File: config.mk
export PLATFORM = sky130hd
export DESIGN_NAME = votador
export DESIGN_NICKNAME = d
export VERILOG_FILES = /design/src/rtl/votador_pkg.sv /design/src/rtl/majority3.sv /design/src/rtl/votador.sv
export SDC_FILE = /design/constraint.sdc
export NUM_CORES = 1
export LEC_CHECK = 0
export ABC_AREA = 1
export ABC_CLOCK_PERIOD_IN_PS = 3400
export BUFFER_PORTS_ARGS = -buffer_cell sky130_fd_sc_hd__buf_2
export CORE_MARGIN = 8
export CORE_UTILIZATION = 52
export CTS_BUF_LIST = sky130_fd_sc_hd__clkbuf_8 sky130_fd_sc_hd__clkbuf_16
export DETAILED_ROUTE_END_ITERATION = 7
export GPL_TIMING_DRIVEN = 1
export PLACE_DENSITY = 0.79
export SYNTH_ARGS = -nofsm -noshare
export SYNTH_HDL_FRONTEND = slang
export SYNTH_SLANG_ARGS = --single-unit
File: constraint.sdc
create_clock -name clk -period 3.4 [get_ports clk]
set_clock_uncertainty 0.05 [all_clocks]
set_input_delay 0.34 -clock clk [delete_from_list [all_inputs] [get_ports clk]]
set_output_delay 0.34 -clock clk [all_outputs]
set_load 0.005 [all_outputs]
File: src/rtl/votador_pkg.sv
// Shared constants and types for the three-voter majority block.
package votador_pkg;

  localparam int unsigned N_VOTERS        = 3;
  localparam int unsigned TALLY_W_DEFAULT = 8;
  localparam int unsigned CNT_W           = 2;

  typedef logic [N_VOTERS-1:0] ballot_t;

endpackage : votador_pkg

File: src/rtl/majority3.sv
// Combinational decode of one three-voter ballot: majority, popcount, unanimity, dissenter.
module majority3
  import votador_pkg::*;
(
  input  ballot_t             v,
  output logic                maj_c,
  output logic [CNT_W-1:0]    yes_cnt_c,
  output logic                unanimous_c,
  output ballot_t             dissent_c
);

  always_comb begin
    yes_cnt_c   = CNT_W'(v[0]) + CNT_W'(v[1]) + CNT_W'(v[2]);
    maj_c       = yes_cnt_c[1];
    unanimous_c = (v == '0) || (v == '1);
    dissent_c   = '0;
    // With three voters a split vote has exactly one bit off the majority.
    if (!unanimous_c) begin
      dissent_c = v ^ {N_VOTERS{maj_c}};
    end
  end

endmodule : majority3

File: src/rtl/votador.sv
// Registered three-voter majority decision with a saturating count of yes decisions.
module votador
  import votador_pkg::*;
#(
  parameter int unsigned TALLY_W = TALLY_W_DEFAULT
) (
  input  logic               clk,
  input  logic               rst,
  input  ballot_t            V,
  output logic               R,
  output logic [CNT_W-1:0]   yes_cnt,
  output logic               unanimous,
  output ballot_t            dissent,
  output logic [TALLY_W-1:0] tally
);

  localparam logic [TALLY_W-1:0] TALLY_MAX = '1;

  logic             maj_c;
  logic [CNT_W-1:0] yes_cnt_c;
  logic             unanimous_c;
  ballot_t          dissent_c;

  logic               r_d, r_q;
  logic [CNT_W-1:0]   yes_cnt_d, yes_cnt_q;
  logic               unanimous_d, unanimous_q;
  ballot_t            dissent_d, dissent_q;
  logic [TALLY_W-1:0] tally_d, tally_q;

  majority3 u_majority3 (
    .v           (V),
    .maj_c       (maj_c),
    .yes_cnt_c   (yes_cnt_c),
    .unanimous_c (unanimous_c),
    .dissent_c   (dissent_c)
  );

  // Next-state: capture the decode and bump the tally on a yes decision, holding at max.
  always_comb begin
    r_d         = maj_c;
    yes_cnt_d   = yes_cnt_c;
    unanimous_d = unanimous_c;
    dissent_d   = dissent_c;
    tally_d     = tally_q;
    if (maj_c && (tally_q != TALLY_MAX)) begin
      tally_d = tally_q + TALLY_W'(1);
    end
  end

  // Reset state mirrors an all-zero vote, which is unanimous.
  always_ff @(posedge clk or posedge rst) begin
    if (rst) begin
      r_q         <= 1'b0;
      yes_cnt_q   <= '0;
      unanimous_q <= 1'b1;
      dissent_q   <= '0;
      tally_q     <= '0;
    end else begin
      r_q         <= r_d;
      yes_cnt_q   <= yes_cnt_d;
      unanimous_q <= unanimous_d;
      dissent_q   <= dissent_d;
      tally_q     <= tally_d;
    end
  end

  assign R         = r_q;
  assign yes_cnt   = yes_cnt_q;
  assign unanimous = unanimous_q;
  assign dissent   = dissent_q;
  assign tally     = tally_q;

endmodule : votador

-- Word level (Yosys, flattened, before mapping)
Cells that the tools add are included.
- bitwise operators: 1
- divide/modulo/power cells: 0
- muxes and demuxes: 1
- add/subtract/negate cells: 3
- $lt $le $gt $ge: 0
- reduce and logical (&&, ||, !) cells: 3
- eq/ne operators: 2
- multiply operators: 0
- shift operators: 0
- operators by type and width (kind ; count):
    adder 8 x 1 -> 8 bit, second input constant ; 1
    != test 8 bit, second input constant ; 1
    equality test 3 bit, second input constant ; 1
    logical NOT 3 bit ; 1
    two-way mux 3 bit ; 1
    bitwise XOR 3 bit ; 1
    adder 1 x 1 -> 2 bit ; 1
    adder 2 x 1 -> 2 bit ; 1
    logical AND 1 bit ; 1
    logical OR 1 bit ; 1
- register bits after elaboration: 15
- bits in latches: 0
- RAM bits: 0
- input bits: 5
- memories: 0
- ROM bits: 0
- word-level logic and storage cells: 15

-- Logic depth before layout (Yosys ltp)
- word-level depth: 4
- gate-level depth with buffers: 8
- depth with buffers taken out: 8

-- Hierarchy
From an unflattened synthesis, not the netlist that was laid out.
- cell total of the unflattened synthesis: 99
- area, all modules: 808.3 µm²
- by module, submodules not included (module ; cells each ; instances ; seq. area each (µm²) ; area each (µm²)):
    votador ; 75 ; 1 ; 376.6 ; 686.9
    majority3 ; 24 ; 1 ; 0.0 ; 121.4

-- Worst setup path after synthesis
Ideal clock, no wire load.
- kind: input-to-reg
- from: in V[0]
- to: reg tally_q[7], in the netlist tally[7]
- library setup time: 0.117 ns
- data required time: 3.233 ns
- stages on the path: 8
- buffers on the path: 0
- arrival: 1.408 ns
- slack: 1.825 ns
- cell sequence: inv_2 > fa_1 > inv_4 > nand2_1 > nor2_2 > nand3_1 > nand2_1 > nand2_1
- longest elaborated chain between the ends: 3
- RTL lines (item ; line ; source):
    from (decl) ; votador.sv:9 ; input ballot_t V,
    adder 1 x 1 -> 2 bit ; majority3.sv:13 ; yes_cnt_c = CNT_W'(v[0]) + CNT_W'(v[1]) + CNT_W'(v[2]);
    adder 2 x 1 -> 2 bit ; majority3.sv:13 ;
    net maj_c ; votador.sv:19 ; logic maj_c;
    logical AND 1 bit ; votador.sv:45 ; if (maj_c && (tally_q != TALLY_MAX)) begin
    to (signal assigned) ; votador.sv:63 ; tally_q <= tally_d;
    to (decl) ; votador.sv:28 ; logic [TALLY_W-1:0] tally_d, tally_q;
The timed path passes the listed nets, and every way through them passes these cells.
A chain may end at the register's enable or synchronous reset.

-- Final worst setup path
- from: in V[0]
- to: reg tally_q[3], in the netlist tally[3]
Same word-level chain as after synthesis.

==> run_results.csv <==
group,metric,value,unit
power_and_ir_drop,switching_power,0.197,mW
timing,totalNegativeSetupSlack,0,ns
routing,drt-pass1-iter-count,4,
finish,fill_cells,115,
floorplanning,die_h,53.9,um
cts,insertion_delay,0.25,ns
finish,fin_nets,120,
power_and_ir_drop,p_int,0.377,mW
yosys,synth_top_area_share,43.6,%
timing,maxSlewViolCount,0,
finish,diodes,0,
timing,setup_viol,0,
floorplanning,initial_core_util,56.7,%
power_and_ir_drop,swShare,34.4,%
timing,hold_viol,0,
worst_setup_path,cp-end-kind,"flop",
global_route,grt_max_degree,15,
routing,vias,636,
global_route,grt_pass1_wl,2690,um
power_and_ir_drop,p_leak,0.493,nW
yosys,synth_seq_area_share,47.1,%
global_route,antenna_found_initial,0,
floorplanning,core_area,1320,um^2
worst_setup_path,cpPeakStageDelay,0.54,ns
yosys,synthArstFlopShare,100,%
yosys,synth.avg_cell_area,8.21,um^2
yosys,yosysMostFrequentCell,"nand2_1",
global_route,grt_pass1_vias,642,
power_and_ir_drop,power_frac_comb,27.4,%
power_and_ir_drop,clkPwrFrac,28.3,%
place,place_area,848,um^2
cts,cts_tree,"built",
cts,cts_buffers,3,
floorplanning,die_x,53.9,um
yosys,netlist-cell-type-count,23,
timing,slew_headroom,64.9,%
finish,final_area,903,um^2
timing,tightest_slew,0.525,ns
timing,clock.fmax,645,MHz
worst_setup_path,rrSetupSlack,2.02,ns
worst_setup_path,required,3.49,ns
worst_setup_path,worstPathCellList,"buf_2, inv_2, fa_1, inv_4, nand2_1, nor2_2, nand2_2, nor2_1, nor2_1",
worst_setup_path,worst-path-max-fanout,10,
cts,clk_pin_slew,0.06,ns
worst_setup_path,cpMaxStageDelayCell,"fa_1",
cts,cts_max_path_buffers,2,
yosys,netlist_instances,91,
worst_setup_path,r2r-start,"tally[0]$_DFFE_PP0P_",
power_and_ir_drop,peakVddDrop,0.000404,V
worst_setup_path,crit_start,"V[0]",
worst_hold_path,worstHoldPathType,"input port to asynchronous set/reset pin",
cts,postCtsResizedCells,0,
yosys,synthesis.area,747,um^2
place,dp.cells,123,
finish,instances_no_fill,127,
routing,postRouteAntennaNets,0,
worst_setup_path,startpoint_type,"input port",
floorplanning,io_pins,20,
timing,fin_hold_ws,0.0698,ns
cts,hold_buffers,0,
cts,clock-root-buffer,"clkbuf_8",
worst_setup_path,path_class,"input port to flop",
finish,syn2layout_area_growth,20.9,%
routing,vias_per_cell,5.01,
global_route,grt.total_usage,12.6,%
worst_setup_path,arrival,1.64,ns
cts,cts_sinks,14,
power_and_ir_drop,power_density,636,nW/um^2
yosys,synth_edf_count,0,
finish,drive_above_1_share,32.1,%
job,cap_violations,0,
timing,post-route-min-period,1.55,ns
yosys,yosysWarnings,0,
worst_setup_path,crit_top_cell,"nor2_1",
yosys,synthTopCellsByCount,"nand2_1 (23), dfrtp_1 (13), inv_1 (11)",
routing,detail_route.wirelength,1540,um
place,place_ws,1.59,ns
timing,fin_crit_sh,45.6,%
yosys,synth_seq_cells,14,
place,gp_congestion,0.789,
cts,post_cts_buffers,0,
worst_setup_path,ff2ff_path_depth,7,
routing,wl_per_cell,12.1,um
timing,rsz0062_at_grt,"no",
worst_setup_path,timing.rr.end,"tally[2]$_DFFE_PP0P_",
routing,drc,0,
cts,htree_num_levels,1,
place,post-dp-hpwl,1230,um
global_route,grt_overflow,0,
yosys,yosysTopAreaCell,"dfrtp_1",
power_and_ir_drop,seq_power_share,44.3,%
yosys,synth_area_leaders,"dfrtp_1 (44%), nand2_1 (12%), nand3_1 (6.7%)",
floorplanning,rows,13,
yosys,synth_flop_cell,"dfrtp_1",
outcome,status,"finished clean",
yosys,synth_nets,98,
routing,drt_first_iter_violations,10,
timing,worst_slack,1.85,ns
place,port_buffers,19,
floorplanning,die_area,2910,um^2
worst max-delay path by stage:
stage / to / slack [ns] / depth (start not counted)
floorplan: tally[7]$_DFFE_PP0P_ / 1.82 / 8
global placement: tally[7]$_DFFE_PP0P_ / 1.64 / 9
detailed placement: tally[3]$_DFFE_PP0P_ / 1.59 / 9
CTS: tally[3]$_DFFE_PP0P_ / 1.85 / 9
global route: tally[3]$_DFFE_PP0P_ / 1.74 / 9
finish: tally[3]$_DFFE_PP0P_ / 1.85 / 9
power groups by stage:
stage,logic (mW),registers [mW],clock network (mW)
finish,0.157,0.254,0.163
global route,0.181,0.262,0.173
CTS,0.162,0.255,0.165
detailed placement,0.161,0.258,0
global placement,0.156,0.255,0
floorplan,0.111,0.244,0
stage by stage:
step	utilization, %	total power [mW]
after floorplan	-	0.355
after global placement	64.4	0.411
after detailed placement	64.4	0.419
after CTS	68.6	0.581
after global routing	68.6	0.616
final	68.6	0.574
state kept, by name, summed over array words and instances, names as in the netlist:
name	flops
R	1
dissent	3
tally	8
unanimous	1
yes_cnt	1
cell families after synthesis:
group | synth area share [%]
xor gates and xnor gates | 1.17
and+or+nand+nor | 33.0
DFF | 47.1
adders and majority gates | 4.35
buffers and inverters | 9.55
AOI/OAI and AO/OA | 4.86
layout make-up:
cell class	count	area (um^2)	share of cell area [%]
multi-input combinational	60	324	35.9
sequential	14	352	38.9
clock buffer	4	55.1	6.09
timing repair buffer	19	95.1	10.5
inverter	15	58.8	6.51
tap	15	18.8	2.08
layer usage:
metal  track usage (%)  vias to the layer above  share of wire, %
met5                 0                        -                 0
met4              7.56                        0               2.5
met3              4.13                        5               7.0
met2              21.2                       15                50
met1              13.4                      291                41
li1                  -                      325                 -
cells in the final DEF (no fill, tap or decap), types with 2 or more instances in the layout:
| cell | n |
|---|---|
| a21oi_1 | 3 |
| nand4_1 | 3 |
| clkbuf_8 | 4 |
| nor3_1 | 2 |
| nand2_2 | 2 |
| buf_2 | 19 |
| nand2_1 | 23 |
| nor2_1 | 6 |
| nand2_4 | 2 |
| nand3_1 | 10 |
| nor2_2 | 2 |
| inv_1 | 11 |
| inv_2 | 3 |
| dfrtp_1 | 13 |
critical path, delay by kind of cell:
kind / cells / cell delay, ns
adders and majority gates: 1 / 0.54
buffers and inverters: 3 / 0.31
and+or+nand+nor: 5 / 0.44
(Power assumes the default switching activity.)
